===== src/rtl/xor_parity_serializer.sv =====
// Parity-protected serialiser: shifts a parallel word out LSB first, then
// appends the running XOR of its bits (inverted when PARITY_ODD is set).
module xor_parity_serializer #(
  parameter int WIDTH      = 8,
  parameter bit PARITY_ODD = 1'b0
) (
  input  logic             clk,
  input  logic             rst,
  input  logic [WIDTH-1:0] din,
  input  logic             din_valid,
  output logic             din_ready,
  output logic             sout,
  output logic             sout_valid,
  output logic             sout_last
);

  localparam int CW = $clog2(WIDTH + 1);
  localparam logic [CW-1:0] CNT_LAST = CW'(WIDTH - 1);

  typedef enum logic [1:0] {
    IDLE,
    DATA,
    PARITY
  } state_t;

  state_t           state;
  state_t           state_nx;
  logic [WIDTH-1:0] shreg;
  logic             acc;
  logic [CW-1:0]    cnt;
  logic             can_accept;
  logic             accept;

  // Acceptance depends only on registered state; din_valid merely qualifies it.
  always_comb begin
    can_accept = (state == IDLE) || (state == PARITY);
    accept     = din_valid && can_accept;
  end

  always_ff @(posedge clk or posedge rst) begin
    if (rst) begin
      state <= IDLE;
    end else begin
      state <= state_nx;
    end
  end

  always_comb begin
    state_nx = state;
    case (state)
      IDLE:    if (accept) state_nx = DATA;
      DATA:    if (cnt == CNT_LAST) state_nx = PARITY;
      PARITY:  state_nx = accept ? DATA : IDLE;
      default: state_nx = IDLE;
    endcase
  end

  always_ff @(posedge clk or posedge rst) begin
    if (rst) begin
      shreg <= '0;
      acc   <= 1'b0;
      cnt   <= '0;
    end else if (accept) begin
      shreg <= din;
      acc   <= PARITY_ODD;
      cnt   <= '0;
    end else if (state == DATA) begin
      acc   <= acc ^ shreg[0];
      shreg <= shreg >> 1;
      cnt   <= cnt + 1'b1;
    end
  end

  // rst gates the outputs so din_ready stays low for the whole reset pulse.
  always_comb begin
    din_ready  = 1'b0;
    sout       = 1'b0;
    sout_valid = 1'b0;
    sout_last  = 1'b0;
    if (!rst) begin
      case (state)
        IDLE: begin
          din_ready = 1'b1;
        end
        DATA: begin
          sout       = shreg[0];
          sout_valid = 1'b1;
        end
        PARITY: begin
          sout       = acc;
          sout_valid = 1'b1;
          sout_last  = 1'b1;
          din_ready  = 1'b1;
        end
        default: begin
          din_ready = 1'b0;
        end
      endcase
    end
  end

endmodule


===== config.mk =====
export PLATFORM = sky130hd
export DESIGN_NAME = xor_parity_serializer
export DESIGN_NICKNAME = d
export VERILOG_FILES = /design/src/rtl/xor_parity_serializer.sv
export SDC_FILE = /design/constraint.sdc
export NUM_CORES = 1
export LEC_CHECK = 0
export ABC_AREA = 1
export BUFFER_PORTS_ARGS = -buffer_cell sky130_fd_sc_hd__buf_2
export CAP_MARGIN = 15
export CELL_PAD_IN_SITES_DETAIL_PLACEMENT = 1
export CELL_PAD_IN_SITES_GLOBAL_PLACEMENT = 1
export CORE_MARGIN = 3
export CORE_UTILIZATION = 42
export CTS_CLUSTER_SIZE = 20
export DETAILED_ROUTE_END_ITERATION = 8
export PLACE_DENSITY_LB_ADDON = 0.1
export SETUP_SLACK_MARGIN = 0.4
export SLEW_MARGIN = 20
export SYNTH_ARGS = -nofsm -noshare
export SYNTH_HDL_FRONTEND = slang
export SYNTH_SLANG_ARGS = --single-unit

===== constraint.sdc =====
create_clock -name clk -period 3.3 [get_ports clk]
set_clock_uncertainty 0.1 [all_clocks]
set_input_delay 0.66 -clock clk [delete_from_list [all_inputs] [get_ports clk]]
set_output_delay 0.66 -clock clk [all_outputs]
set_load 0.1 [all_outputs]

After elaboration in Yosys (flattened, before gate mapping)

Index checks and enable logic that the tools add are counted.

Word-level logic and storage cells: 36
Flip-flop bits (word level): 15
Output and inout port bits: 4

Bitwise operators: 1
Multiplexer cells: 18
Add/sub/neg operators: 1
Eq/ne operators: 5
Reduce and logical (&&, ||, !) cells: 7

Operators with widths:

| kind                | number |
|---|---|
| $mux 8              | 2 |
| $mux 1              | 10 |
| $mux 4              | 2 |
| $pmux 2 s3          | 1 |
| $add 4x1->4 const B | 1 |
| $eq 4x3->1 const B  | 1 |
| $mux 2              | 2 |
| $ne 2x2->1 const B  | 2 |
| $reduce_or 2->1     | 2 |
| $eq 2x1->1 const B  | 1 |
| $eq 2x2->1 const B  | 1 |
| $logic_not 2->1     | 1 |
| $pmux 1 s2          | 1 |
| $reduce_and 2->1    | 1 |
| $reduce_bool 2->1   | 1 |
| $logic_and 1x1->1   | 1 |
| $logic_or 1x1->1    | 1 |
| $xor 1x1->1         | 1 |

Depth between registers and ports, before layout

Word-level depth: 5
Depth in mapped cells: 8
Gate-level depth less buffers: 7

Worst setup path before layout

Ideal clock, no wire load.

Kind: register to output
From: reg state[0]
To: out sout
Required time: 2.540 ns
Path buffers: 0
Stages on the path, launching flop included: 6
Setup slack: -1.799 ns
Arrival time: 4.339 ns
Path through: dfrtp_1 -> inv_1 -> ha_1 -> inv_1 -> nor2_1 -> a21boi_0

Word-level cells in the longest chain between the ends: 3

RTL lines:

| item                                     | RTL line | source |
|---|---|---|
| start: declaration                       | 26       | `state_t state;` |
| start signal: assignment                 | 44       | `state <= state_nx;` |
| $eq 2x2->1 or $eq 2x1->1 (tied branches) | 81       | `case (state)` |
| $pmux 1 s2 *                             | 81       |  |
| $mux 1 *                                 | 80       | `if (!rst) begin` |
| end: declaration                         | 12       | `output logic sout,` |

Every way passes the cells marked *; elsewhere a longest branch is shown, timed or not.

Worst setup path in the final report

From: reg state[1]
To: out sout

Same word-level chain as after synthesis.

==> flow_results.xml <==
<?xml version="1.0" encoding="UTF-8"?>
<metrics>
  <group name="clock_network">
    <metric name="cts.reportedPaths.clkPinSlew" unit="ps">100</metric>
    <metric name="hold_buffers" unit="">0</metric>
    <metric name="postCtsResizedCells" unit="">0</metric>
    <metric name="cts-buffers-inserted" unit="">3</metric>
    <metric name="tritoncts" unit="">done</metric>
    <metric name="cts-htree-levels" unit="">1</metric>
    <metric name="cts_root_buf" unit="">clkbuf_4</metric>
    <metric name="clock_tree.buffer_depth" unit="">2</metric>
    <metric name="clock-sinks" unit="">15</metric>
    <metric name="clock_insertion_delay_worst_skew" unit="ps">280</metric>
    <metric name="cts_setup_buffers" unit="">0</metric>
  </group>
  <group name="finish">
    <metric name="total_area_of_sequential_cells" unit="sq um">375.4</metric>
    <metric name="multi_input_area" unit="sq um">446.7</metric>
    <metric name="final_core_util" unit="">0.5138</metric>
    <metric name="fillerInstances" unit="">276</metric>
    <metric name="final_common_cell" unit="">nand2_1</metric>
    <metric name="post_layout_nonfiller_instances" unit="">162</metric>
    <metric name="flow.area_growth_from_synthesis" unit="%">14.49</metric>
    <metric name="final_layout_net_count" unit="">153</metric>
    <metric name="layout-drive-gt1-share" unit="">0.1778</metric>
    <metric name="antennaDiodeCount" unit="">0</metric>
    <metric name="most-common-layout-cells" unit="">nand2_1 (39), nand3_1 (18), inv_1 (17), dfrtp_1 (15), buf_2 (14)</metric>
  </group>
  <group name="pwr">
    <metric name="p_comb_frac" unit="">0.553</metric>
    <metric name="netSwitchingPower" unit="mW">0.4808</metric>
    <metric name="pint" unit="mW">0.4595</metric>
    <metric name="peakVddDrop" unit="V">0.0006174</metric>
    <metric name="clock_group_share_of_total_power" unit="">0.114</metric>
    <metric name="switching_share" unit="">0.5114</metric>
    <metric name="pwr-share-seq" unit="">0.333</metric>
    <metric name="power" unit="mW">0.9403</metric>
    <metric name="powerDensity" unit="nW/um^2">914.3</metric>
    <metric name="static-leakage-power" unit="nW">0.5819</metric>
  </group>
  <group name="sta">
    <metric name="hold_slack" unit="ps">372.1</metric>
    <metric name="tightestPinTransition" unit="ps">604.5</metric>
    <metric name="slew_violations" unit="">0</metric>
    <metric name="slew_headroom" unit="">0.5966</metric>
    <metric name="final-setup-viol-count" unit="">0</metric>
    <metric name="final_worst_path_cycle_share" unit="">0.7903</metric>
    <metric name="period_minus_slack" unit="ps">2608</metric>
    <metric name="finalSetupTns" unit="ps">0</metric>
    <metric name="rsz0062_at_grt" unit="">no</metric>
    <metric name="fmaxAchievable" unit="MHz">383.4</metric>
    <metric name="total_count_of_hold_check_failures_in_the_final_report" unit="">0</metric>
  </group>
  <group name="yosys">
    <metric name="ys_seq_area_frac" unit="">0.4178</metric>
    <metric name="synth_edf_count" unit="">0</metric>
    <metric name="ys.warnings.count" unit="">0</metric>
    <metric name="syn_nets" unit="">136</metric>
    <metric name="async_reset_ff_frac" unit="">1.000</metric>
    <metric name="syn-cell-area" unit="sq um">898.4</metric>
    <metric name="synth_area_per_cell" unit="sq um">7.549</metric>
    <metric name="syn_inst" unit="">119</metric>
    <metric name="ys.flop_type" unit="">dfrtp_1</metric>
    <metric name="ys_seq_elements" unit="">15</metric>
    <metric name="number_of_distinct_library_cell_variants_in_the_gate_level_netlist_after_synthesis" unit="">18</metric>
  </group>
  <group name="place">
    <metric name="place.gp.congestion" unit="">0.7117</metric>
    <metric name="dp.cells" unit="">158</metric>
    <metric name="detailedPlacementHpwl" unit="um">1479</metric>
    <metric name="port_buffers" unit="">14</metric>
  </group>
  <group name="drt">
    <metric name="route.detailed.wl_per_inst" unit="um">11.72</metric>
    <metric name="router_iterations_before_antenna_repair" unit="">2</metric>
    <metric name="drc" unit="">0</metric>
    <metric name="dr_total_vias" unit="">806</metric>
    <metric name="avgViaCountPerCell" unit="">4.975</metric>
    <metric name="drt_iter0_markers" unit="">2</metric>
    <metric name="detail-route-antenna-nets" unit="">0</metric>
    <metric name="wirelength" unit="um">1899</metric>
  </group>
  <group name="critical_path">
    <metric name="start_kind" unit="">register</metric>
    <metric name="criticalPathCategory" unit="">register to output port</metric>
    <metric name="critPathArrivalTime" unit="ps">1850</metric>
    <metric name="critical_path.endpoint_type" unit="">output port</metric>
    <metric name="cp_data_required_time" unit="ps">2540</metric>
    <metric name="setup.reg_to_reg.worst_slack" unit="ps">1640</metric>
    <metric name="critical_path_peak_fanout" unit="">16</metric>
  </group>
  <group name="global_route">
    <metric name="via_count_of_the_first_global_routing_pass" unit="">841</metric>
    <metric name="gr-usage-all-layers" unit="">0.1733</metric>
    <metric name="grt_util_met3" unit="">0.02564</metric>
    <metric name="grt_pass1_wl" unit="um">3519</metric>
    <metric name="grt_max_degree" unit="">19</metric>
    <metric name="sum_of_overflow_across_all_layers_after_global_routing" unit="">0</metric>
    <metric name="use_met1" unit="">0.2242</metric>
    <metric name="busiest_layer" unit="">met2</metric>
    <metric name="number_of_antenna_violations_at_the_first_check_in_global_routing" unit="">0</metric>
    <metric name="gr-usage-met2" unit="">0.2908</metric>
  </group>
  <group name="floorplan">
    <metric name="die_outline_width" unit="um">52.25</metric>
    <metric name="design.core.area" unit="sq um">2002</metric>
    <metric name="chipHeight" unit="um">52.25</metric>
    <metric name="io_pins" unit="">15</metric>
    <metric name="num_rows" unit="">16</metric>
    <metric name="initial_utilization" unit="">0.4488</metric>
    <metric name="die_area" unit="sq um">2730</metric>
  </group>
  <group name="worst_hold_path">
    <metric name="holdCritPathClass" unit="">input pin to async pin</metric>
  </group>
  <group name="flow_run">
    <metric name="number_of_max_cap_violations" unit="">0</metric>
  </group>
  <group name="status">
    <metric name="status" unit="">complete, no violations</metric>
  </group>
</metrics>
==> state kept, by name, summed over array words and instances (netlist names) <==
signal	cells
acc	1
shreg	8
cnt	4
state	2
==> cells by family after synthesis <==
| kind of cell | count (synthesis) | synth area share |
|---|---|---|
| buffers and inverters | 21 | 0.1058 |
| adder cells (fa/ha/maj) | 6 | 0.08356 |
| AND/OR/NAND/NOR | 70 | 0.3385 |
| flip-flops | 15 | 0.4178 |
| AO/OA/AOI/OAI | 7 | 0.05432 |
==> area by class of cell <==
| type | count | area share |
|---|---|---|
| clock buffers | 3 | 0.02190 |
| clock inverters | 1 | 0.004866 |
| inverters | 18 | 0.06569 |
| multi-input cells | 83 | 0.4343 |
| flip-flops and latches | 15 | 0.3650 |
| well taps | 27 | 0.03285 |
| repair buffers | 15 | 0.07543 |
==> per-layer routing <==
metal / up-vias / wire length (um)
li1: 401 / -
met1: 393 / 936
met2: 10 / 903
met3: 2 / 48
met4: 0 / 10
met5: - / 0
==> per-stage QoR <==
stage | setup slack (ps) | instance area (sq um)
2_1_floorplan | 451.9 | 917.1
3_3_place_gp | 1045 | 1001
3_5_place_dp | 984.5 | 1001
4_1_cts | 655.3 | 1028
5_1_grt | 565.2 | 1028
6_report | 692.1 | 1028
==> final timing paths <==
kind	cells after the start	to	startpoint
max in group asynchronous	2	cnt[3]	rst
hold / removal	2	shreg[3]	rst
hold reg to reg	2	shreg[7]	shreg[7]
setup / recovery	6	sout	state[1]
setup reg to reg	5	cnt[3]	state[0]
min in group clk	2	shreg[7]	shreg[7]
==> power by group through the flow <==
stage	logic (mW)	clock network (mW)	registers (mW)
global placement	0.516	0	0.314
detailed placement	0.529	0	0.316
CTS	0.530	0.113	0.313
finish	0.520	0.107	0.313
global route	0.595	0.120	0.325
floorplan	0.453	0	0.301
==> synth_stat cells (2+ instances only) <==
cell	n	area, sq um
nand2_1	39	146.4
nand3_1	18	90.09
inv_1	17	63.81
dfrtp_1	15	375.4
nor2_1	7	26.28
ha_1	6	75.07
a21oi_1	3	15.01
buf_6	2	22.52
nor3_1	2	10.01
o21ai_0	2	10.01
==> critical path, cell delays in order, from the launching register on <==
cell,delay [ps]
dfrtp_1,420
inv_1,120
ha_1,160
buf_4,200
nand2_1,120
a21boi_4,120
buf_2,430
Note: power is estimated with default switching activity, not from simulation.
